<file path="config.mk">
export PLATFORM = sky130hd
export DESIGN_NAME = alu_share_arb_flat
export DESIGN_NICKNAME = d
export VERILOG_FILES = /design/src/rtl/alu_share_arb_pkg.sv /design/src/rtl/alu_share_arb_if.sv /design/src/rtl/alu_share_arb_rr_arbiter.sv /design/src/rtl/alu_share_arb.sv /design/src/flat_wrapper.sv
export SDC_FILE = /design/constraint.sdc
export NUM_CORES = 1
export LEC_CHECK = 0
export BUFFER_PORTS_ARGS = -buffer_cell sky130_fd_sc_hd__buf_4
export CELL_PAD_IN_SITES_DETAIL_PLACEMENT = 0
export CELL_PAD_IN_SITES_GLOBAL_PLACEMENT = 1
export CORE_AREA = 2 2 207 209
export CTS_CLUSTER_DIAMETER = 150
export DETAILED_ROUTE_END_ITERATION = 8
export DIE_AREA = 0 0 209 211
export GPL_TIMING_DRIVEN = 0
export PLACE_DENSITY = 0.65
export SETUP_SLACK_MARGIN = 0.15
export SYNTH_ARGS = -nofsm -noshare
export SYNTH_HDL_FRONTEND = slang
export SYNTH_SLANG_ARGS = --single-unit
export TNS_END_PERCENT = 10
</file>
<file path="constraint.sdc">
create_clock -name clk -period 6.29 [get_ports clk]
set_input_delay 0.9435 -clock clk [delete_from_list [all_inputs] [get_ports clk]]
set_output_delay 0.9435 -clock clk [all_outputs]
set_load 0.02 [all_outputs]
</file>
<file path="src/rtl/alu_share_arb_pkg.sv">
// Shared ALU definitions for alu_share_arb: op-select width and op-code constants.
package alu_share_arb_pkg;
  localparam int SEL_W = 3;

  localparam logic [SEL_W-1:0] ALU_ADD = 3'd0;
  localparam logic [SEL_W-1:0] ALU_SUB = 3'd1;
  localparam logic [SEL_W-1:0] ALU_XOR = 3'd2;
  localparam logic [SEL_W-1:0] ALU_OR  = 3'd3;
  localparam logic [SEL_W-1:0] ALU_AND = 3'd4;
  localparam logic [SEL_W-1:0] ALU_SLL = 3'd5;
  localparam logic [SEL_W-1:0] ALU_SRL = 3'd6;
  localparam logic [SEL_W-1:0] ALU_SRA = 3'd7;
endpackage

</file>
<file path="src/rtl/alu_share_arb_if.sv">
// Request/result bundle between the requesting stages (master) and alu_share_arb (slave).
interface alu_share_arb_if #(
  parameter int WIDTH = 32,
  parameter int NREQ  = 2,
  parameter int IDW   = $clog2(NREQ)
) ();
  import alu_share_arb_pkg::*;

  logic [NREQ-1:0]       req_valid;
  logic [NREQ-1:0]       req_ready;
  logic [NREQ*WIDTH-1:0] req_in1;
  logic [NREQ*WIDTH-1:0] req_in2;
  logic [NREQ*SEL_W-1:0] req_sel;
  logic                  res_valid;
  logic                  res_ready;
  logic [WIDTH-1:0]      res_data;
  logic                  res_flag;
  logic [IDW-1:0]        res_id;

  modport slave (
    input  req_valid, req_in1, req_in2, req_sel, res_ready,
    output req_ready, res_valid, res_data, res_flag, res_id
  );

  modport master (
    output req_valid, req_in1, req_in2, req_sel, res_ready,
    input  req_ready, res_valid, res_data, res_flag, res_id
  );
endinterface

</file>
<file path="src/rtl/alu_share_arb_rr_arbiter.sv">
// One-hot grant plus encoded index; round-robin from ptr+1, or lowest-index-first
// when ALU_SHARE_ARB_FIXED_PRIO_EN is defined (ptr port disappears in that build).
module alu_share_arb_rr_arbiter
  import alu_share_arb_pkg::*;
#(
  parameter int NREQ = 2,
  parameter int IDW  = $clog2(NREQ)
) (
  input  logic [NREQ-1:0] req,
  input  logic            en,
`ifndef ALU_SHARE_ARB_FIXED_PRIO_EN
  input  logic [IDW-1:0]  ptr,
`endif
  output logic [NREQ-1:0] grant,
  output logic [IDW-1:0]  idx,
  output logic            any
);

`ifdef ALU_SHARE_ARB_FIXED_PRIO_EN
  always_comb begin
    grant = '0;
    idx   = '0;
    any   = 1'b0;
    for (int i = 0; i < NREQ; i++) begin
      if (en && !any && req[i]) begin
        grant[i] = 1'b1;
        idx      = IDW'(i);
        any      = 1'b1;
      end
    end
  end
`else
  int j;

  // ptr is always < NREQ, so a single wrap subtraction suffices
  always_comb begin
    grant = '0;
    idx   = '0;
    any   = 1'b0;
    j     = 0;
    for (int k = 1; k <= NREQ; k++) begin
      j = int'(ptr) + k;
      if (j >= NREQ) j = j - NREQ;
      if (en && !any && req[j]) begin
        grant[j] = 1'b1;
        idx      = IDW'(j);
        any      = 1'b1;
      end
    end
  end
`endif

endmodule

</file>
<file path="src/rtl/alu_share_arb.sv">
// Shares one combinational ALU among NREQ requesters with a one-entry result register.
// Define ALU_SHARE_ARB_FIXED_PRIO_EN for fixed lowest-index priority (no rr pointer).
module alu_share_arb
  import alu_share_arb_pkg::*;
#(
  parameter int WIDTH = 32,
  parameter int NREQ  = 2,
  parameter int IDW   = $clog2(NREQ)
) (
  input  logic          clk,
  input  logic          rst,
  alu_share_arb_if.slave bus
);
  localparam int SHW = $clog2(WIDTH);

  logic             res_valid_q;
  logic [WIDTH-1:0] res_data_q;
  logic             res_flag_q;
  logic [IDW-1:0]   res_id_q;

  logic             can_accept;
  logic [NREQ-1:0]  grant;
  logic [IDW-1:0]   gidx;
  logic             gany;

  logic [WIDTH-1:0] op_a;
  logic [WIDTH-1:0] op_b;
  logic [SEL_W-1:0] op_sel;
  logic [SHW-1:0]   shamt;
  logic [WIDTH-1:0] alu_out;
  logic             alu_flag;

  // rst gating keeps any handshake from completing while reset is held
  assign can_accept = (!res_valid_q || bus.res_ready) && !rst;

`ifndef ALU_SHARE_ARB_FIXED_PRIO_EN
  logic [IDW-1:0] ptr;

  always_ff @(posedge clk or posedge rst) begin
    if (rst)       ptr <= IDW'(NREQ - 1);
    else if (gany) ptr <= gidx;
  end
`endif

  alu_share_arb_rr_arbiter #(.NREQ(NREQ), .IDW(IDW)) u_arb (
    .req   (bus.req_valid),
    .en    (can_accept),
`ifndef ALU_SHARE_ARB_FIXED_PRIO_EN
    .ptr   (ptr),
`endif
    .grant (grant),
    .idx   (gidx),
    .any   (gany)
  );

  assign bus.req_ready = grant;

  // gidx is 0 when nothing is granted, so the ALU then sees requester 0
  always_comb begin
    op_a   = bus.req_in1[int'(gidx)*WIDTH +: WIDTH];
    op_b   = bus.req_in2[int'(gidx)*WIDTH +: WIDTH];
    op_sel = bus.req_sel[int'(gidx)*SEL_W +: SEL_W];
    shamt  = op_b[SHW-1:0];
  end

  // Shared ALU: out1 = result, out2 = zero flag
  always_comb begin
    alu_out = '0;
    case (op_sel)
      ALU_ADD: alu_out = op_a + op_b;
      ALU_SUB: alu_out = op_a - op_b;
      ALU_XOR: alu_out = op_a ^ op_b;
      ALU_OR:  alu_out = op_a | op_b;
      ALU_AND: alu_out = op_a & op_b;
      ALU_SLL: alu_out = op_a << shamt;
      ALU_SRL: alu_out = op_a >> shamt;
      ALU_SRA: alu_out = $signed(op_a) >>> shamt;
      default: alu_out = '0;
    endcase
    alu_flag = (alu_out == '0);
  end

  always_ff @(posedge clk or posedge rst) begin
    if (rst) begin
      res_valid_q <= 1'b0;
      res_data_q  <= '0;
      res_flag_q  <= 1'b0;
      res_id_q    <= '0;
    end else if (gany) begin
      res_valid_q <= 1'b1;
      res_data_q  <= alu_out;
      res_flag_q  <= alu_flag;
      res_id_q    <= gidx;
    end else if (bus.res_ready) begin
      res_valid_q <= 1'b0;
    end
  end

  assign bus.res_valid = res_valid_q;
  assign bus.res_data  = res_data_q;
  assign bus.res_flag  = res_flag_q;
  assign bus.res_id    = res_id_q;

endmodule

</file>
<file path="src/flat_wrapper.sv">
// flat-port wrapper written by rule: the top's interface ports become plain ports
module alu_share_arb_flat import alu_share_arb_pkg::*;
#(
  parameter int WIDTH = 32,
  parameter int NREQ  = 2,
  parameter int IDW   = $clog2(NREQ)
)
  (clk, rst, bus_req_valid, bus_req_in1, bus_req_in2, bus_req_sel, bus_res_ready, bus_req_ready, bus_res_valid, bus_res_data, bus_res_flag, bus_res_id);
  alu_share_arb_if #(.WIDTH(WIDTH), .NREQ(NREQ), .IDW(IDW)) bus_i ();
  input  logic clk;
  input  logic rst;
  input wire logic [$bits(bus_i.req_valid)-1:0] bus_req_valid;
  input wire logic [$bits(bus_i.req_in1)-1:0] bus_req_in1;
  input wire logic [$bits(bus_i.req_in2)-1:0] bus_req_in2;
  input wire logic [$bits(bus_i.req_sel)-1:0] bus_req_sel;
  input wire logic [$bits(bus_i.res_ready)-1:0] bus_res_ready;
  output wire logic [$bits(bus_i.req_ready)-1:0] bus_req_ready;
  output wire logic [$bits(bus_i.res_valid)-1:0] bus_res_valid;
  output wire logic [$bits(bus_i.res_data)-1:0] bus_res_data;
  output wire logic [$bits(bus_i.res_flag)-1:0] bus_res_flag;
  output wire logic [$bits(bus_i.res_id)-1:0] bus_res_id;
  assign bus_i.req_valid = bus_req_valid;
  assign bus_i.req_in1 = bus_req_in1;
  assign bus_i.req_in2 = bus_req_in2;
  assign bus_i.req_sel = bus_req_sel;
  assign bus_i.res_ready = bus_res_ready;
  assign bus_req_ready = bus_i.req_ready;
  assign bus_res_valid = bus_i.res_valid;
  assign bus_res_data = bus_i.res_data;
  assign bus_res_flag = bus_i.res_flag;
  assign bus_res_id = bus_i.res_id;
  alu_share_arb #(.WIDTH(WIDTH), .NREQ(NREQ), .IDW(IDW)) u_core (.clk(clk), .rst(rst), .bus(bus_i));
endmodule
</file>
==> metrics.cfg <==
[pwr]
swShare_pct=56.7
powerDensity_nw_per_um2=181
pwr-share-clk_pct=9.3
p_seq_share_pct=10.7
p_int_mw=1.39
irDropWorstVdd_mv=0.100
p_switching_mw=1.81
p_leak_nw=7.67
p_comb_share_pct=80.0

[clocking]
htreeDepth=2
cts.sinks=36
cts_hold_buf=0
clkTransAtPathRegs_ns=0.06
cts_root_buffer=clkbuf_16
cts_tree=built
numCtsBuffers=5
clock_latency_ns=0.29
cts_max_path_buffers=2

[sta]
clock_skew_ns=0.00821
finalCriticalPeriod_ns=6.24
finalMaxSlewViolations=0
tightest_slew_ns=1.39
max_freq_mhz=160
hold_viol=0
finalSetupViolations=0
rsz0062_at_grt=no
relSlewSlack_pct=6.62
post-route-period-util_pct=99.2
worst_slack_ns=0.0508

[setup_path]
worstPathArrival_ns=6.46
cpPeakStageDelay_ns=0.74
end_kind=flop
critPathMaxFanout=10
slowest_stage=buf_1
path_cells=buf_4 -> a21boi_4 -> nand3_4 -> buf_12 -> mux2i_4 -> inv_2 -> buf_4 -> buf_1 -> xnor2_1 -> ha_2 -> a21o_1 -> or2_2 -> o21ai_4 -> o311ai_2 -> xor2_1 -> a222oi_1 -> o21a_1 -> nand4_1 -> nor4_2 -> nand4_1 -> nand2_1
r2r_cells=20
start_kind=input port
critical_path_class=in2reg
r2r_slack_ns=0.41
regToRegEndpoint=u_core.bus.res_flag$_DFFE_PP0P_
r2r_start=u_core.ptr$_DFFE_PP1P_
required_ns=6.52

[global_route]
busiest_layer=met2
use_met1_pct=61.8
overflow=0
grt_pass1_vias=17500
use_met2_pct=64.1
grt_start_max_net_pins=46
grt_usage_pct=45.1
grt_antenna_before_repair=1
grtUsageMet3_pct=11.3
grt_pass1_wl_um=139000

[routing]
ant_nets=0
avgRoutedWirePerCell_um=39.1
first_pass_iters=7
drt_iter0_markers=3169
vias_per_cell=7.15
vias=18700
drc_errors=0
wl_um=102000

[synth]
syn_inst=1870
ys_seq_elements=36
ys.warnings.count=0
synth_cell_type_count=98
synth_area_um2=14500
synthFlopType=dfrtp_1
post-synth-top-area-cell=mux2i_1
synth_edf_count=0
async_flop_share_pct=100
synth_area_per_cell_um2=7.77
synth_most_common_cell=mux2i_1
synth_fp_nets=2106
synth_common_cells=219 x mux2i_1, 191 x nand2_1, 136 x nor2_1, 104 x o21ai_0, 96 x ha_1
yosys.area.top_type_share_pct=15.1
synth_area_leaders=mux2i_1 15%, mux4_2 10%, ha_1 8.3%, dfrtp_1 6.0%, nand2_1 4.9%
yosysSeqAreaShare_pct=6.21

[hold_path]
hold_path_class=reg2reg
hold_path_end=u_core.bus.res_data[4]$_DFFE_PP0P_
whs_path_depth=2
worstHoldStart=u_core.bus.res_data[4]$_DFFE_PP0P_

[floorplan]
pin_count=176
die_h_um=211
die_area_um2=44100
die_w_um=209
core-area_um2=41800
start_util_pct=34.8
rows=75

[placed_design]
placed_area_um2=16400
port_buffers=156
hpwlAfterDp_um=82800
gp_congestion=1.09
pre_cts_ws_ns=-2.47

[layout]
fin_nets=2303
nFillCells=4351
finalInstanceArea_um2=17700
drive_gt1_share_pct=25.7
area_growth_pct=21.8

[status]
status=finished, final reports clean

[flow_run]
cap_violations=0

## repair_timing
action | CTS | global route
resized for setup | 106 | 86
setup buffers | 13 | 20
setup endpoints to repair | 31 | 8
pin swaps | 14 | 19
cloned | 0 | 1
## cell usage in the layout (no fill, tap or decap), types with 10 or more instances in the layout
cell type | netlist | layout
nand2_1 | 191 | 189
o21a_1 | 12 | 12
inv_1 | 81 | 80
nand3_1 | 31 | 31
and3_1 | 18 | 17
o211ai_1 | 40 | 40
ha_1 | 96 | 90
mux2i_4 | 0 | 20
nand4_1 | 36 | 36
o22ai_1 | 16 | 15
nor4_1 | 18 | 17
buf_4 | 18 | 205
a221oi_1 | 14 | 10
nor2_1 | 136 | 130
xor2_1 | 14 | 13
xnor2_1 | 38 | 37
a21oi_1 | 90 | 85
a22oi_1 | 18 | 18
nor3_1 | 38 | 36
a21o_1 | 17 | 17
and2_1 | 13 | 13
nor2b_1 | 11 | 11
mux4_2 | 67 | 67
mux2i_1 | 219 | 199
o21ai_0 | 104 | 99
a31oi_1 | 31 | 29
o31ai_1 | 19 | 14
dfrtp_1 | 35 | 35
clkbuf_1 | 63 | 56
buf_2 | 57 | 46
mux2_2 | 59 | 58
a211oi_1 | 16 | 14
nand2b_1 | 18 | 17
## layer usage
| layer | vias up | routed length (um) |
|---|---|---|
| met4 | 0 | 7570 |
| met1 | 9209 | 40800 |
| met2 | 1569 | 40500 |
| li1 | 7560 | - |
| met5 | - | 0 |
| met3 | 315 | 13000 |
## final cells by class
cell class	count	area (um2)	area share, %
plain buffers	153	961	5.43
flip-flops and latches	36	902	5.10
well taps	539	674	3.81
clock inverters	2	35.0	0.198
clock buffers	6	129	0.728
diodes	1	2.50	0.0141
inverters	90	345	1.95
repair buffers	193	1490	8.42
multi-input cells	1588	13200	74.4
## power groups by stage
stage          clock, mW  sequential, mW  combinational (mW)
2_1_floorplan          0           0.426                1.24
5_1_grt            0.303           0.350                2.63
4_1_cts            0.297           0.342                2.37
3_3_place_gp           0           0.342                2.27
3_5_place_dp           0           0.346                2.27
6_report           0.298           0.342                2.56
## metrics by stage
stage	hold slack [ns]	setup TNS (ns)	util [%]	instances	power (mW)
2_1_floorplan	0.470	0	-	1870	1.67
3_3_place_gp	0.461	-39.00	39.2	2565	2.61
3_5_place_dp	0.471	-38.40	39.3	2568	2.62
4_1_cts	0.485	0	41.0	2587	3.01
5_1_grt	0.505	0	42.4	2607	3.29
6_report	0.480	0	42.4	2608	3.20
## cell families (layout without fill, tap and decap cells)
logic type	count (synthesis)	count (layout)	synth area share [%]
xor gates and xnor gates	52	52	3.14
muxes	351	351	30.6
and+or+nand+nor	562	562	18.7
AOI/OAI and AO/OA	526	526	25.4
buffers and inverters	246	444	7.58
DFF	36	36	6.21
adders and majority gates	97	97	8.41
other	0	1	0
## registers in the layout (all words and copies together) (netlist names)
register and flops:
u_core.bus.res_data 32, u_core.bus.res_valid 1, u_core.bus.res_flag 1, u_core.bus.res_id 1, u_core.ptr 1
## worst max path at each step
stage / startpoint / to / slack [ns] / cells after the start
finish: bus_req_valid[1] / u_core.bus.res_flag$_DFFE_PP0P_ / 0.05 / 21
global route: bus_req_valid[0] / u_core.bus.res_flag$_DFFE_PP0P_ / 0.14 / 20
CTS: bus_res_ready / u_core.bus.res_flag$_DFFE_PP0P_ / 0.16 / 24
detailed placement: bus_res_ready / u_core.bus.res_flag$_DFFE_PP0P_ / -2.47 / 25
global placement: bus_res_ready / u_core.bus.res_flag$_DFFE_PP0P_ / -2.50 / 25
floorplan: bus_res_ready / u_core.bus.res_flag$_DFFE_PP0P_ / 0.21 / 24
## critical path, delay by kind of cell
family                   cells  cell delay (ns)
multiplexers                 1             0.21
adder cells (fa/ha/maj)      1             0.36
XOR/XNOR                     2             0.39
AND/OR/NAND/NOR              6             1.30
AO/OA/AOI/OAI                6             1.79
buffers and inverters        5             1.47
Note: power is estimated with default switching activity, not from simulation.
